$ cat config.mk
export PLATFORM = sky130hd
export DESIGN_NAME = imem_boot_loader
export DESIGN_NICKNAME = d
export VERILOG_FILES = /design/src/rtl/imem_boot_loader.sv
export SDC_FILE = /design/constraint.sdc
export NUM_CORES = 1
export LEC_CHECK = 0
export BUFFER_PORTS_ARGS = -buffer_cell sky130_fd_sc_hd__buf_4
export CAP_MARGIN = 20
export CORE_MARGIN = 3
export CORE_UTILIZATION = 45
export CTS_CLUSTER_SIZE = 28
export DETAILED_ROUTE_END_ITERATION = 8
export GPL_TIMING_DRIVEN = 0
export SLEW_MARGIN = 20
export SYNTH_ARGS = -nofsm -noshare
export SYNTH_HDL_FRONTEND = slang
export SYNTH_SLANG_ARGS = --single-unit
export TNS_END_PERCENT = 20
$ cat constraint.sdc
create_clock -name i_clk -period 2.25 [get_ports i_clk]
set_input_delay 0.1125 -clock i_clk [delete_from_list [all_inputs] [get_ports i_clk]]
set_output_delay 0.1125 -clock i_clk [all_outputs]
set_load 0.1 [all_outputs]
$ cat src/rtl/imem_boot_loader.sv
// imem_boot_loader: loads a program image into the instruction memory from a
// byte stream (LEN_HI, LEN_LO, N x {HI, LO}, CHK) and releases the core from
// reset only after the whole image has arrived and its XOR checksum matches.
module imem_boot_loader #(
  parameter int ADDR_W = 8
) (
  input  logic              i_clk,
  input  logic              i_reset,
  input  logic [7:0]        i_rx_data,
  input  logic              i_rx_valid,
  output logic              o_rx_ready,
  input  logic              i_start,
  output logic              o_imem_we,
  output logic [ADDR_W-1:0] o_imem_addr,
  output logic [15:0]       o_imem_wdata,
  output logic              o_cpu_hold,
  output logic              o_done,
  output logic              o_err
);

  // state   | meaning
  // LEN_HI  | waiting for length high byte
  // LEN_LO  | waiting for length low byte; length is validated here
  // DAT_HI  | waiting for high byte of the next word
  // DAT_LO  | waiting for low byte; the word is written the following cycle
  // CHK     | waiting for checksum byte
  // DONE    | image accepted, core released; waits for start
  // ERR     | length overflow or checksum mismatch; waits for start
  typedef enum logic [2:0] {
    S_LEN_HI = 3'd0,
    S_LEN_LO = 3'd1,
    S_DAT_HI = 3'd2,
    S_DAT_LO = 3'd3,
    S_CHK    = 3'd4,
    S_DONE   = 3'd5,
    S_ERR    = 3'd6
  } state_t;

  // Word counter is one bit wider than the address so that N = DEPTH fits.
  localparam int          CNT_W = ADDR_W + 1;
  localparam logic [16:0] DEPTH = 17'(1) << ADDR_W;

  state_t            r_state;
  logic [7:0]        r_len_hi;
  logic [CNT_W-1:0]  r_len;
  logic [CNT_W-1:0]  r_wcnt;
  logic [7:0]        r_hi;
  logic [7:0]        r_chk;
  logic              r_we;
  logic [ADDR_W-1:0] r_addr;
  logic [15:0]       r_wdata;
  logic              r_cpu_hold;
  logic              r_done;
  logic              r_err;

  logic              w_rx_ready;
  logic              w_xfer;
  logic [15:0]       w_len;
  logic [CNT_W-1:0]  w_wcnt_nxt;

  // Ready is a pure decode of the state: every loading state takes bytes.
  always_comb begin
    w_rx_ready = (r_state == S_LEN_HI) || (r_state == S_LEN_LO) ||
                 (r_state == S_DAT_HI) || (r_state == S_DAT_LO) ||
                 (r_state == S_CHK);
  end

  assign w_xfer     = i_rx_valid & w_rx_ready;
  assign w_len      = {r_len_hi, i_rx_data};
  assign w_wcnt_nxt = r_wcnt + CNT_W'(1);

  // Loader FSM with registered memory-write and status outputs.
  always_ff @(posedge i_clk or negedge i_reset) begin
    if (!i_reset) begin
      r_state    <= S_LEN_HI;
      r_len_hi   <= 8'h00;
      r_len      <= '0;
      r_wcnt     <= '0;
      r_hi       <= 8'h00;
      r_chk      <= 8'h00;
      r_we       <= 1'b0;
      r_addr     <= '0;
      r_wdata    <= 16'h0000;
      r_cpu_hold <= 1'b1;
      r_done     <= 1'b0;
      r_err      <= 1'b0;
    end else begin
      r_we <= 1'b0;
      case (r_state)
        S_LEN_HI: begin
          if (w_xfer) begin
            r_len_hi <= i_rx_data;
            r_state  <= S_LEN_LO;
          end
        end
        S_LEN_LO: begin
          if (w_xfer) begin
            r_len <= CNT_W'(w_len);
            if (w_len == 16'h0000) begin
              r_state <= S_CHK;
            end else if (17'(w_len) > DEPTH) begin
              r_err   <= 1'b1;
              r_state <= S_ERR;
            end else begin
              r_state <= S_DAT_HI;
            end
          end
        end
        S_DAT_HI: begin
          if (w_xfer) begin
            r_hi    <= i_rx_data;
            r_chk   <= r_chk ^ i_rx_data;
            r_state <= S_DAT_LO;
          end
        end
        S_DAT_LO: begin
          if (w_xfer) begin
            r_chk   <= r_chk ^ i_rx_data;
            r_we    <= 1'b1;
            r_addr  <= r_wcnt[ADDR_W-1:0];
            r_wdata <= {r_hi, i_rx_data};
            r_wcnt  <= w_wcnt_nxt;
            r_state <= (w_wcnt_nxt == r_len) ? S_CHK : S_DAT_HI;
          end
        end
        S_CHK: begin
          if (w_xfer) begin
            if (i_rx_data == r_chk) begin
              r_done     <= 1'b1;
              r_cpu_hold <= 1'b0;
              r_state    <= S_DONE;
            end else begin
              r_err   <= 1'b1;
              r_state <= S_ERR;
            end
          end
        end
        S_DONE, S_ERR: begin
          if (i_start) begin
            r_addr     <= '0;
            r_wcnt     <= '0;
            r_chk      <= 8'h00;
            r_done     <= 1'b0;
            r_err      <= 1'b0;
            r_cpu_hold <= 1'b1;
            r_state    <= S_LEN_HI;
          end
        end
        default: begin
          r_state <= S_LEN_HI;
        end
      endcase
    end
  end

  assign o_rx_ready   = w_rx_ready;
  assign o_imem_we    = r_we;
  assign o_imem_addr  = r_addr;
  assign o_imem_wdata = r_wdata;
  assign o_cpu_hold   = r_cpu_hold;
  assign o_done       = r_done;
  assign o_err        = r_err;

endmodule

==> results.json, run 1 <==
{
  "maxCapViolCount": 0,
  "fillers": 682,
  "clockBufferDepth": 2,
  "tightest_slew_ns": 0.922,
  "grtUsageTotal_pct": 18.5,
  "synthesis.instances": 344,
  "routedWlPerCell_um": 15.2,
  "grt_setup_unrepaired": "false",
  "syn_nets": 357,
  "whs_ns": 0.0451,
  "dieArea_um2": 8820,
  "ys_seq_area_share_pct": 52.6,
  "maxSlewHeadroom_pct": 38.5,
  "area_growth_pct": 17.3,
  "period_share_pct": 89.9,
  "peakVddDrop_mv": 0.870,
  "ys.flop_type": "dfrtp_1",
  "fp-row-count": 31,
  "clockRootBuffer": "clkbuf_8",
  "synth_top_area_share_pct": 51.8,
  "hold_violations": 0,
  "grt_pass1_vias": 2568,
  "cts_buffers": 9,
  "die_h_um": 93.9,
  "antennaDiodeCount": 0,
  "synth_enable_flop_cells": 0,
  "endpoint": "r_state[1]",
  "grt_overflow": 0,
  "arrival_ns": 2.22,
  "drv_slew": 0,
  "start_util_pct": 47.2,
  "ys_async_sr_fraction_pct": 100,
  "reg2reg_to": "r_state[1]",
  "yosysUniqueCellTypes": 46,
  "worstReg2RegStart": "r_wcnt[0]",
  "power_mw": 6.19,
  "synth_most_common_cell": "dfrtp_1",
  "worst-path-max-fanout": 10,
  "p_per_area_nw_per_um2": 1520,
  "min_path_cells": 3,
  "htreeDepth": 3,
  "grt_max_degree": 74,
  "clk_pin_slew_ns": 0.08,
  "post-cts-setup-buffer-count": 0,
  "nets": 408,
  "syn_area_per_cell_um2": 10.1,
  "vias": 2606,
  "synth_area_leaders": "dfrtp_1 (52%), mux2_2 (8.1%), nand2_1 (7.0%)",
  "vias_per_cell": 5.22,
  "drive_above_1_share_pct": 24.3,
  "fmax_mhz": 494,
  "ios": 41,
  "power_leakage_nw": 1.91,
  "ys.warnings.count": 0,
  "rr_worst_depth": 7,
  "drt_first_pass_iters": 4,
  "synth_commonest_cells": "dfrtp_1 (72), nand2_1 (65), o21ai_0 (30)",
  "hpwlAfterDp_um": 5160,
  "cts_tree": "yes",
  "gp_congestion": 0.825,
  "syn_area_um2": 3480,
  "cp-start-kind": "flop",
  "dp.cells": 482,
  "clock_latency_ns": 0.35,
  "final_cells": 499,
  "wl_um": 7560,
  "min_path_type": "input port to flop",
  "remaining_drc_errors": 0,
  "critPathLaunch": "r_wcnt[0]",
  "r2r_slack_ns": 0.23,
  "antenna_found_initial": 0,
  "skew_ns": 0.00945,
  "core_um2": 7370,
  "outcome": "finished clean",
  "antenna_left": 0,
  "drtIter0Drc": 104,
  "crit_path_end_kind": "flop",
  "grt_pass1_wl_um": 12700,
  "period_minus_slack_ns": 2.02,
  "dieWidth_um": 93.9,
  "setup_tns_ns": 0,
  "worstPathRequired_ns": 2.44,
  "setup_viol": 0,
  "synth_top_area_cell": "dfrtp_1",
  "synth-seq-cells": 73,
  "cts_sinks": 73,
  "critPathKind": "flop to flop",
  "portBuffers": 39
}
how the worst min path moves through the flow:
stage                            start               to
after detailed placement       i_reset       r_state[0]
after global placement         i_reset           o_done
final                     i_rx_data[6]  o_imem_wdata[6]
after CTS                 i_rx_data[6]  o_imem_wdata[6]
after global routing      i_rx_data[4]  o_imem_wdata[4]
after floorplan                i_reset           o_done
per-layer routing:
layer,up-vias,track usage [%],wire (um)
met4,0,6.50,96
li1,1301,-,-
met5,-,0,0
met2,42,27.7,3390
met3,9,4.33,323
met1,1254,26.4,3750
sequential cells by signal, indices dropped and copies added (netlist names), 3 cells and up:
signal        count
r_chk             8
r_len             9
r_wcnt            9
r_hi              8
r_len_hi          8
r_state           3
o_imem_wdata     16
o_imem_addr       8
cell type report:
cell class / instances / area, um2 / area share [%]
Sequential cell: 73 / 1830 / 44.8
Multi-Input combinational cell: 250 / 1570 / 38.4
Timing Repair Buffer: 40 / 303 / 7.42
Clock buffer: 9 / 124 / 3.04
Tap cell: 99 / 124 / 3.04
Buffer: 19 / 80.1 / 1.96
Clock inverter: 7 / 46.3 / 1.13
Inverter: 2 / 7.51 / 0.184
cell families after synthesis:
family | after synthesis | synth area share [%]
XOR/XNOR | 21 | 5.29
AO/OA/AOI/OAI | 69 | 12.3
flip-flops | 73 | 52.6
adder cells (fa/ha/maj) | 1 | 0.360
AND/OR/NAND/NOR | 134 | 18.9
multiplexers | 25 | 8.10
buffers and inverters | 21 | 2.52
metrics by stage:
| stage | utilization [%] | cell area [um2] | setup WS (ns) |
|---|---|---|---|
| 6_report | 55.3 | 4080 | 0.226 |
| 5_1_grt | 55.3 | 4080 | 0.0365 |
| 4_1_cts | 55.3 | 4070 | 0.0921 |
| 3_5_place_dp | 52.8 | 3890 | 0.107 |
| 3_3_place_gp | 52.8 | 3890 | 0.135 |
| 2_1_floorplan | - | 3480 | 0.367 |
report_power, final:
part / switching [mW] / leakage (nW) / internal (mW) / total [mW]
Sequential: 0.337 / 0.931 / 1.83 / 2.17
Combinational: 2.20 / 0.884 / 0.915 / 3.12
Clock: 0.504 / 0.0931 / 0.400 / 0.904
what timing repair did:
action / 4_1_cts / 5_1_grt
endpoints found under the setup margin: 0 / 1
hold buffers: 1 / 0
endpoints found under the hold margin: 72 / 0
resized for setup: 0 / 1
layout by cell type, fill, tap and decap left out, types with 2 or more instances in the layout:
master,instances
nor4_1,4
a21oi_1,10
inv_1,2
nand2b_1,8
dfrtp_1,72
o211ai_1,2
o21a_1,2
xor2_1,13
and2_1,3
clkinv_4,2
nor3b_1,2
a22o_1,9
a31oi_1,4
o22ai_1,3
nand2_1,65
clkbuf_8,9
buf_4,39
clkbuf_1,12
buf_2,7
nand3_1,6
and3_1,3
xnor2_1,8
clkinv_2,4
nor3_1,2
o31ai_1,3
or4_1,3
nor2_2,2
nor2_1,22
mux2_2,25
nand4_1,2
o21ai_0,30
worst max-delay path: stages (launching register included):
cell and delay, ns:
dfrtp_1 0.45, ha_1 0.29, and3_1 0.19, buf_2 0.17, xnor2_1 0.17, nand4_1 0.13, a211oi_2 0.30, o221ai_1 0.17
Power figures use the tool's default switching activity.
==> run 2, diff against run 1 <==
Settings changed: ABC_AREA from default to 1, CELL_PAD_IN_SITES_DETAIL_PLACEMENT from default to 1, CELL_PAD_IN_SITES_GLOBAL_PLACEMENT from default to 1, CORE_ASPECT_RATIO from default to 1.1, CORE_UTILIZATION 45 to 43, PLACE_DENSITY_LB_ADDON from default to 0.1.
==> results.json, run 2 <==
{
  "outcome": "finished clean",
  "maxCapViolCount": 0,
  "drtIter0Drc": 73,
  "p_sw_share_pct": 50.3,
  "drive_above_1_share_pct": 18.3,
  "clockBufferDepth": 2,
  "antenna_left": 0,
  "grt_max_degree": 74,
  "synth_enable_flop_cells": 0,
  "p_per_area_nw_per_um2": 1560,
  "crit_path_end_kind": "flop",
  "slowest_delay_ns": 0.46,
  "post-cts-setup-buffer-count": 0,
  "final_cells": 558,
  "dp.cells": 542,
  "setup_tns_ns": 0,
  "ys.warnings.count": 0,
  "gp_congestion": 0.909,
  "ios": 41,
  "setup_viol": 0,
  "ys_async_sr_fraction_pct": 100,
  "clockRootBuffer": "clkbuf_8",
  "pwr-share-clk_pct": 16.6,
  "largest_reg_flops": 16,
  "grt_setup_unrepaired": "false",
  "htreeDepth": 3,
  "skew_ns": 0.0101,
  "synth_area_leaders": "dfrtp_1 (53%), nand2_1 (14%), o21ai_0 (6.2%)",
  "cp-start-kind": "flop",
  "cts_tree": "yes",
  "critPathKind": "flop to flop",
  "antennaDiodeCount": 0,
  "grt_pass1_wl_um": 14700,
  "start_util_pct": 44.8,
  "fillers": 942,
  "crit_path_frequent_cell": "nand2_1",
  "area_growth_pct": 18.8,
  "wl_um": 8850,
  "drt_first_pass_iters": 4,
  "p_switching_mw": 3.15,
  "place_ws_ns": 0.329,
  "p_seq_share_pct": 34.2,
  "synth-seq-cells": 73,
  "nets": 462,
  "portBuffers": 40,
  "period_share_pct": 86.1,
  "grtUsageTotal_pct": 20.6,
  "dieWidth_um": 90.6,
  "clock_latency_ns": 0.35,
  "grt_overflow": 0,
  "ys_seq_area_share_pct": 54.0,
  "syn_area_per_cell_um2": 8.53,
  "power_frac_comb_pct": 49.3,
  "period_minus_slack_ns": 1.94,
  "fp-row-count": 33,
  "vias": 2866,
  "hpwlAfterDp_um": 6350,
  "routedWlPerCell_um": 15.9,
  "core_um2": 7560,
  "cts_buffers": 9,
  "peakVddDrop_mv": 0.700,
  "fin_ws_ns": 0.312,
  "syn_area_um2": 3380,
  "path_delay_family": "simple AND/OR/NAND/NOR gates",
  "remaining_drc_errors": 0,
  "synth_top_area_cell": "dfrtp_1",
  "crit_chain": "ha_1, nand3_1, inv_1, nand2_1, nand3b_1, nand3_1, nor2_1, nand3_1, nand2_1, nand2_1, nand2_1, nand2_1",
  "mostFrequentLayoutCells": "nand2_1 (124), dfrtp_1 (72), o21ai_0 (42)",
  "p_int_mw": 3.12,
  "synth_top_area_share_pct": 53.2,
  "fmax_mhz": 516,
  "syn_nets": 410,
  "worstPathRequired_ns": 2.49,
  "final_common_cell": "nand2_1",
  "drv_slew": 0,
  "clk_pin_slew_ns": 0.08,
  "cts_sinks": 73,
  "yosysUniqueCellTypes": 28,
  "synth_commonest_cells": "nand2_1 (124), dfrtp_1 (72), o21ai_0 (42)",
  "synth_most_common_cell": "nand2_1",
  "worst-path-max-fanout": 6,
  "die_h_um": 99.1,
  "critPathSlowestCell": "dfrtp_1",
  "tightest_slew_ns": 0.914,
  "maxSlewHeadroom_pct": 39.0,
  "synthesis.instances": 397,
  "antenna_found_initial": 0,
  "vias_per_cell": 5.14,
  "ys.flop_type": "dfrtp_1",
  "grt_pass1_vias": 2987,
  "min_path_type": "input port to flop",
  "hold_violations": 0,
  "dieArea_um2": 8970,
  "power_leakage_nw": 1.99,
  "cp_num_buf_inv": 1,
  "arrival_ns": 2.18
}
[run 2: changes by cell type in the layout (fill, tap and decap cells not counted), sizes merged, moves of 9 or more]
cell   change
nand2     +65
inv       +42
mux2      -25
o21ai     +23
xor2      -13
nand3     +12
o22ai     +10
a22o       -9
[run 2: area by class of cell]
type / instances / area, um2 / area share (%)
tap: 105 / 131 / 3.27
multi-input combinational: 269 / 1330 / 33.1
clock inverter: 5 / 56.3 / 1.40
sequential: 73 / 1830 / 45.5
clock buffer: 10 / 138 / 3.42
inverter: 45 / 169 / 4.20
timing repair buffer: 41 / 310 / 7.72
buffer: 10 / 58.8 / 1.46
[run 2: path summary, 6_finish.rpt]
| path | startpoint | to | slack, ns | cells past startpoint |
|---|---|---|---|---|
| worst min register to register | r_hi[2] | o_imem_wdata[10] | 0.48 | 2 |
| worst max-delay path | r_wcnt[0] | r_state[1] | 0.31 | 12 |
| worst max register to register | r_wcnt[0] | r_state[1] | 0.31 | 12 |
| min in group asynchronous | i_reset | o_imem_addr[0] | 0.43 | 2 |
| max in group asynchronous | i_reset | r_len_hi[3] | 1.22 | 2 |
| worst min-delay path | i_rx_data[2] | r_chk[2] | 0.11 | 3 |
[run 2: routing by layer]
| layer | up-vias | track usage [%] | wire (um) |
|---|---|---|---|
| met5 | - | 0 | 0 |
| met4 | 0 | 6.95 | 127 |
| met3 | 13 | 3.59 | 232 |
| met2 | 36 | 35.5 | 4430 |
| met1 | 1437 | 26.3 | 4070 |
| li1 | 1380 | - | - |
[run 2: through the flow]
step / power [mW] / hold WS [ns] / instance area (um2) / util, %
floorplan: 4.51 / -0.183 / 3380 / -
global placement: 5.15 / 0.306 / 3820 / 50.5
detailed placement: 5.25 / 0.313 / 3820 / 50.5
CTS: 6.33 / 0.104 / 4020 / 53.2
global route: 6.65 / 0.121 / 4020 / 53.2
finish: 6.27 / 0.111 / 4020 / 53.2
[run 2: tightest hold or removal path, delay by kind of cell]
family                    cells  cell delay (ns)
buffers and inverters         1             0.09
xor gates and xnor gates      1             0.13
AOI/OAI and AO/OA             1             0.09
[run 2: power groups by stage]
| stage | Clock, mW | Sequential, mW | Combinational (mW) |
|---|---|---|---|
| 3_3_place_gp | 0 | 2.12 | 3.02 |
| 2_1_floorplan | 0 | 3.33 | 1.19 |
| 4_1_cts | 1.06 | 2.14 | 3.12 |
| 6_report | 1.04 | 2.14 | 3.09 |
| 5_1_grt | 1.12 | 2.20 | 3.32 |
| 3_5_place_dp | 0 | 2.16 | 3.10 |
[run 2: repair_timing]
item,CTS,global route
gates resized for setup,0,0
hold buffers,1,0
hold endpoints to repair,72,0
[run 2: cell families (layout without fill, tap and decap cells)]
logic type | Yosys count | count (layout) | share of synthesized area, %
buffers and inverters | 55 | 111 | 6.73
adder cells (fa/ha/maj) | 1 | 1 | 0.370
XOR/XNOR | 9 | 9 | 2.33
AND/OR/NAND/NOR | 187 | 187 | 24.5
flip-flops | 73 | 73 | 54.0
AO/OA/AOI/OAI | 72 | 72 | 12.1
